## config.mk

```make
export PLATFORM = sky130hd
export DESIGN_NAME = register_file_param
export DESIGN_NICKNAME = d
export VERILOG_FILES = /design/src/rtl/register_file_param.sv
export SDC_FILE = /design/constraint.sdc
export NUM_CORES = 1
export LEC_CHECK = 0
export BUFFER_PORTS_ARGS = -buffer_cell sky130_fd_sc_hd__buf_2
export CAP_MARGIN = 20
export CORE_MARGIN = 5
export CORE_UTILIZATION = 30
export DETAILED_ROUTE_END_ITERATION = 12
export GPL_TIMING_DRIVEN = 0
export PLACE_DENSITY = 0.47
export SETUP_SLACK_MARGIN = 0.15
export SLEW_MARGIN = 20
export SYNTH_ARGS = -nofsm -noshare
export SYNTH_HDL_FRONTEND = slang
export SYNTH_SLANG_ARGS = --single-unit
```

## constraint.sdc

```tcl
create_clock -name clk -period 3.6 [get_ports clk]
set_input_delay 0.54 -clock clk [delete_from_list [all_inputs] [get_ports clk]]
set_output_delay 0.54 -clock clk [all_outputs]
set_load 0.01 [all_outputs]
```

## src/rtl/register_file_param.sv

```systemverilog
// Parameterised two-write/two-read register file with a self-clearing
// sequencer: the file is zeroed one entry per clock before it reports ready.
//
// state | meaning
// CLEAR | zeroing mem[cnt] each edge; reads return 0, writes are dropped
// READY | file usable; clr restarts the clear sequence
module register_file_param #(
    parameter int DATA_W  = 32,
    parameter int ADDR_W  = 3,
    parameter int DEPTH   = 8,
    parameter int ZERO_R0 = 0,
    parameter int BYPASS  = 1
) (
    input  logic              clk,
    input  logic              rst,
    input  logic [ADDR_W-1:0] ra1,
    input  logic [ADDR_W-1:0] ra2,
    output logic [DATA_W-1:0] rd1,
    output logic [DATA_W-1:0] rd2,
    input  logic              we1,
    input  logic              we2,
    input  logic [ADDR_W-1:0] wa1,
    input  logic [ADDR_W-1:0] wa2,
    input  logic [DATA_W-1:0] wd1,
    input  logic [DATA_W-1:0] wd2,
    input  logic              clr,
    output logic              rdy,
    output logic              err
);

    typedef enum logic {CLEAR = 1'b0, READY = 1'b1} state_t;

    localparam logic [ADDR_W-1:0] LAST = ADDR_W'(DEPTH - 1);

    state_t            state;
    logic [ADDR_W-1:0] cnt;
    logic [DATA_W-1:0] mem [DEPTH];

    logic win1, win2, rin1, rin2;
    logic wz1, wz2, rz1, rz2;
    logic wv1, wv2;
    logic drop1, drop2;

    assign win1 = 32'(wa1) < DEPTH;
    assign win2 = 32'(wa2) < DEPTH;
    assign rin1 = 32'(ra1) < DEPTH;
    assign rin2 = 32'(ra2) < DEPTH;

    // Hardwired-zero register: writes are silently discarded, not errors.
    assign wz1 = (ZERO_R0 != 0) && (wa1 == '0);
    assign wz2 = (ZERO_R0 != 0) && (wa2 == '0);
    assign rz1 = (ZERO_R0 != 0) && (ra1 == '0);
    assign rz2 = (ZERO_R0 != 0) && (ra2 == '0);

    assign wv1 = we1 && rdy && win1 && !wz1;
    assign wv2 = we2 && rdy && win2 && !wz2;

    assign drop1 = we1 && (!rdy || !win1);
    assign drop2 = we2 && (!rdy || !win2);

    always_ff @(posedge clk) begin
        if (rst) begin
            state <= CLEAR;
            cnt   <= '0;
            rdy   <= 1'b0;
            err   <= 1'b0;
        end else begin
            err <= drop1 || drop2;
            case (state)
                CLEAR: begin
                    if (cnt == LAST) begin
                        state <= READY;
                        rdy   <= 1'b1;
                        cnt   <= '0;
                    end else begin
                        cnt <= cnt + 1'b1;
                    end
                end
                READY: begin
                    if (clr) begin
                        state <= CLEAR;
                        cnt   <= '0;
                        rdy   <= 1'b0;
                    end
                end
                default: begin
                    state <= CLEAR;
                    cnt   <= '0;
                    rdy   <= 1'b0;
                end
            endcase
        end
    end

    // Port 1 is written last so it wins an address collision.
    always_ff @(posedge clk) begin
        if (!rst) begin
            if (state == CLEAR) begin
                mem[cnt] <= '0;
            end else begin
                if (wv2) mem[wa2] <= wd2;
                if (wv1) mem[wa1] <= wd1;
            end
        end
    end

    always_comb begin
        rd1 = '0;
        if (rdy && rin1 && !rz1) begin
            if ((BYPASS != 0) && wv1 && (wa1 == ra1))
                rd1 = wd1;
            else if ((BYPASS != 0) && wv2 && (wa2 == ra1))
                rd1 = wd2;
            else
                rd1 = mem[ra1];
        end
    end

    always_comb begin
        rd2 = '0;
        if (rdy && rin2 && !rz2) begin
            if ((BYPASS != 0) && wv1 && (wa1 == ra2))
                rd2 = wd1;
            else if ((BYPASS != 0) && wv2 && (wa2 == ra2))
                rd2 = wd2;
            else
                rd2 = mem[ra2];
        end
    end

endmodule

```

==> metrics.txt, run 1 <==
initial DRC count=1,640; Top Layer Used=met5; top-count cell post-synth=nand2_1; crit path kind=reg2out; Synth area leaders=edfxtp_1 (46%), o21ai_0 (8.9%), mux4_2 (8.7%), nand2_1 (8.0%), mux2i_1 (7.7%); Die Span Y=246 µm; top cells by count, synth=nand2_1 (356), o21ai_0 (295), edfxtp_1 (256); syn_nets=1,733; Critical Path RT=3.06 ns; Clk Latency, worst-skew pair=0.57 ns; DR vias=14,600; post-DP HPWL=49,000 µm; Final Max Tran Viols=0; Critical Path Most Common Cell=buf_2; row count=86; Netlist cell types=36; dpl ws=0.118 ns; Placer Congestion=0.861; peak fanout along the critical path=10; Initial Utilization=30.2%; CTS tree=built; Post-Syn Area=0.0167 mm²; Max Freq=294 MHz; cell taking the most area after synthesis=edfxtp_1; Crit path largest cell delay=0.46 ns; residual DRC count=0; Seq/Total Area, Yosys=46.9%; Post-synth ARST share=0%; WL/cell=27.6 µm; syn_area_per_cell=10.1 µm²; hold_buf cts=0; largest net degree at the start of global routing=18; Worst Hold Class=in2reg; CP startpoint kind=register; nets=1,882; IO Pins=147; number of global-route vias before repair=14,700; Final Hold Fails=0; clock buffer depth=3; synthesis-to-layout area growth=16.8%; Finish-stage setup viols=0; Hold WS=0.258 ns; die width=246 µm; slowest CP cell=clkbuf_2; first-pass GRT wire length=102,000 µm; Root Driver=clkbuf_16; Final Non-Filler Cells=2,568; Initial DRT Pass Iterations=6; fillcell total=5,657; status=finished clean; CTS buffer count=30; CP cell instances=buf_2 -> nand2_2 -> nor4_4 -> clkbuf_2 -> nand2_1 -> a31oi_1 -> buf_2; IO Port Bufs=104; clk_skew=0.0120 ns; Leak=6.99 nW; synthesized flop and latch total=262; ys flop type=edfxtp_1; die area=0.0603 mm²; GR Overflow Total=0; critical path arrival=2.86 ns; post-synth top area share=46.1%; Worst-path clk slew=0.06 ns; Period Utilization, post-route=94.4%; RSZ-0062 raised after global routing=no; PD cells=366 mW/mm²; worst vdd ir=0.328 mV; Worst setup EP type=output pin; H-tree depth=1; Met1 Wirelength=29,900 µm; ANT nets after route=0; layout cell share with drive strength beyond 1=18.6%; Worst Max-Slew Pin Slew=1.06 ns; clock tree sinks=262; Gate Count Post-Synth=1,650; WL final=70,900 µm; GRT Util Overall=22.8%; Post-CTS Setup Bufs=0; synth warn=0; Tmin final=3.40 ns; initial antenna violation count=3; routed length on met2=32,900 µm; Slew HR=29.3%; Placed Cells=2,515; Max-cap violations=0; Post-synth EDFFs=256; total core area=0.0551 mm²; multi-input combinational cell area=0.00792 mm²; FF/Latch Area=0.00781 mm²; Met3 Wirelength=6390 µm; post-DR vias/cell=5.69; Setup WS post-layout=0.203 ns
-- per-layer routing --
metal | track usage [%] | vias to the layer above
met1 | 31.1 | 7337
met5 | 0 | -
met4 | 5.69 | 2
li1 | - | 6396
met3 | 4.61 | 97
met2 | 37.3 | 771
-- cell usage in the layout (no fill, tap or decap), types with 31 or more instances in the layout --
master       n
a22oi_1     64
a31oi_1     68
buf_2      158
clkbuf_1    85
clkbuf_16   31
edfxtp_1   256
mux2i_1    128
mux4_2      64
nand2_1    356
nand2b_1    68
nand3_1     66
o21ai_0    295
-- critical path, delay by kind of cell, from the launching register on --
family / cells / cell delay, ns
compound gates: 1 / 0.34
simple gates: 3 / 0.71
flops: 1 / 0.33
buf+inv: 3 / 0.90
-- power by group --
part	internal, mW	switching, mW
sequential	3.39	0.0324
clock	1.62	1.29
combinational	0.313	0.494
-- metrics by stage --
stage,utilization (%),power [mW],TNS [ns],cell area [µm²]
2_1_floorplan,-,3.97,0,16700
3_3_place_gp,32.9,4.23,-549.65,18100
3_5_place_dp,33.7,4.28,0,18500
4_1_cts,35.3,7.16,0,19400
5_1_grt,35.3,7.32,0,19500
6_report,35.3,7.13,0,19500
-- timing repair --
action                     4_1_cts  5_1_grt
hold endpoints to repair         0        0
gates resized for setup          5        9
pin swaps                        0        1
cloned                           0        0
setup endpoints to repair       40       31
-- cell families after synthesis --
| family | after synthesis | synth area share, % |
|---|---|---|
| mux | 192 | 16.3 |
| fa+ha+maj | 2 | 0.150 |
| buf+inv | 190 | 6.23 |
| flops | 262 | 46.9 |
| xor+xnor | 12 | 0.631 |
| compound gates | 467 | 15.7 |
| simple gates | 525 | 14.1 |
-- sequential cells by signal, indices dropped and copies added, names as in the netlist --
name and cells:
cnt 3, err 1, mem 256, rdy 1, state 1
-- area by class of cell --
class,instances,area share (%)
clock inverter,18,0.534
inverter,4,0.0772
clock buffer,34,4.04
antenna,1,0.0129
timing repair buffer,117,4.40
multi-input combinational,1198,40.7
buffer,186,5.32
sequential,262,40.1
tap,748,4.81
-- worst paths after layout --
| path | from | end | slack [ns] | depth (start not counted) |
|---|---|---|---|---|
| setup / recovery | rdy | rd2[1] | 0.20 | 7 |
| hold / removal | rst | state | 0.26 | 2 |
| setup reg to reg | rdy | mem[6][12] | 0.50 | 7 |
| hold reg to reg | cnt[2] | cnt[2] | 0.55 | 2 |
Note: power is estimated with default switching activity, not from simulation.
==> run 2, diff against run 1 <==
==> constraint.sdc (replaced) <==
create_clock -name clk -period 3.69 [get_ports clk]
set_input_delay 0.5535 -clock clk [delete_from_list [all_inputs] [get_ports clk]]
set_output_delay 0.5535 -clock clk [all_outputs]
set_load 0.005 [all_outputs]
==> run 2 against run 1 <==
  * Cell area hardly changed
  * Highest routed layer unchanged
  * Clock-buffer cell count stayed put
  * Total power is 2.4% lower
  * Hold slack better by 0.011 ns
  * Critical path type unchanged
  * Clock power is 2% lower
  * Sequential power is 3% lower
  * Wire length hardly changed
==> metrics.txt, run 2 (synthesis results as in run 1) <==
status=finished clean; Worst Max-Slew Pin Slew=1.03 ns (-0.0323 ns); Largest regs=mem x256, cnt x3; Period Utilization, post-route=92.4%; DR vias=14,600 (unchanged); total core area=0.0551 mm² (unchanged); Reg with most FFs=mem; Placer Congestion=0.861 (unchanged); post-DR vias/cell=5.69 (unchanged); CTS tree=built; GR Overflow Total=0 (unchanged); WHS Endpoint=state; most frequent cells in the layout=nand2_1 (356), o21ai_0 (295), edfxtp_1 (256), buf_2 (159), mux2i_1 (128); WL final=71,000 µm (about the same); Initial Utilization=30.2% (unchanged); Setup WS post-layout=0.281 ns (+0.0782 ns); residual DRC count=0 (unchanged); clk_skew=0.0162 ns (+0.00420 ns); Clk Latency, worst-skew pair=0.57 ns (about the same); clock tree sinks=262 (unchanged); row count=86 (unchanged); Crit Reg-Reg Startpoint=rdy; Max Freq=293 MHz; IO Pins=147 (unchanged); Final Max Tran Viols=0 (unchanged); largest net degree at the start of global routing=18 (unchanged); hold path start=rst; Worst-path clk slew=0.06 ns (about the same); Final Hold Fails=0 (unchanged); H-tree depth=1 (unchanged); die width=246 µm (unchanged); CP cell instances=buf_2 -> clkbuf_1 -> clkbuf_1 -> o21ai_0 -> a31oi_1 -> buf_2; post-route cell area=0.0194 mm² (about the same); ANT nets after route=0 (unchanged); Fin Setup TNS=0 ns (unchanged); CTS buffer count=30 (unchanged); FF-to-FF End=mem[1][18]; Critical Path RT=3.14 ns (+0.08 ns); worst vdd ir=0.321 mV (-2.1%); Tmin final=3.41 ns; initial DRC count=1,661 (+1.3%); first-pass GRT wire length=102,000 µm (about the same); Root Driver=clkbuf_16; Critical path buffers and inverters=4 (+1); Worst setup EP type=output pin; Max-cap violations=0 (unchanged); die area=0.0603 mm² (unchanged); Final Power=6.96 mW (-2.4%); slowest CP cell=clkbuf_1; reg2reg setup slack=0.56 ns (+0.06 ns); number of global-route vias before repair=14,700 (-0.14%); Post-CTS Setup Bufs=0 (unchanged); layout cell share with drive strength beyond 1=18.5% (-0.11 points); IO Port Bufs=104 (unchanged); clock buffer depth=3 (unchanged); Die Span Y=246 µm (unchanged); crit path kind=reg2out; CP startpoint kind=register; commonest non-fill, non-tap cell in the layout=nand2_1; RSZ-0062 raised after global routing=no; post-DP HPWL=49,000 µm (unchanged); number of flip-flops in the largest register=256 (unchanged); Finish-stage setup viols=0 (unchanged); Crit path largest cell delay=0.65 ns (+0.19 ns); critical path arrival=2.86 ns (about the same); peak fanout along the critical path=10 (unchanged); GRT Util Overall=22.8% (unchanged); nets=1,882 (unchanged); WL/cell=27.6 µm (about the same); Initial DRT Pass Iterations=5 (-1); WHS Path Cells=2 (unchanged); PD cells=358 mW/mm² (-2.4%); cell family with most CP delay=buffers and inverters; DP Area=0.0185 mm² (unchanged); Leak=6.99 nW (about the same); fillcell total=5,659 (+0.035%); Worst Hold Class=in2reg; initial antenna violation count=3 (unchanged); synthesis-to-layout area growth=16.8% (about the same); dpl ws=0.200 ns (+0.0819 ns); r2r worst-path depth=7 (unchanged); Slew HR=31.4% (+2.2 points); Finished Core Util=35.3% (about the same)
==> run 2: cell types whose count changed in the layout (fill, tap and decap cells not counted), sizes merged <==
cell	before	now
buf	212	213
clkbuf	125	124
==> run 2: final cells by class <==
| cell class | instances | area [µm²] | area share (%) |
|---|---|---|---|
| plain buffers | 186 | 1030 | 5.30 |
| multi-input cells | 1198 | 7910 | 40.7 |
| flip-flops and latches | 262 | 7810 | 40.1 |
| clock buffers | 34 | 787 | 4.05 |
| diodes | 1 | 2.50 | 0.0129 |
| well taps | 748 | 936 | 4.81 |
| repair buffers | 117 | 856 | 4.40 |
| clock inverters | 18 | 104 | 0.534 |
| inverters | 4 | 15.0 | 0.0772 |
==> run 2: stage by stage <==
step,hold slack [ns],cells
2_1_floorplan,0.498,1650
3_3_place_gp,0.529,2502
3_5_place_dp,0.529,2515
4_1_cts,0.251,2567
5_1_grt,0.296,2567
6_report,0.269,2568
==> run 2: what timing repair did <==
action | in CTS | in global routing
gates resized for setup | 4 | 7
hold buffers | 0 | 0
pin swaps | 0 | 1
endpoints found under the setup margin | 14 | 12
==> run 2: layer usage <==
metal	GRT usage (%)	share of wire, %
met4	5.60	2.5
met1	31.2	42
met3	4.57	9.1
met5	0	0.017
met2	37.3	46
==> run 2: worst max-delay path by stage <==
stage / slack (ns) / cells past startpoint / startpoint / endpoint
2_1_floorplan: 0.31 / 7 / rst / mem[2][0]
3_3_place_gp: -2.52 / 6 / rst / mem[0][13]
3_5_place_dp: 0.20 / 7 / ra2[2] / rd2[1]
4_1_cts: 0.15 / 6 / rdy / rd1[1]
5_1_grt: 0.15 / 6 / rdy / rd1[15]
6_report: 0.28 / 6 / rdy / rd1[14]
==> run 2: report_power, final <==
part	internal (mW)	switching (mW)
registers	3.30	0.0317
clock network	1.58	1.26
logic	0.305	0.481
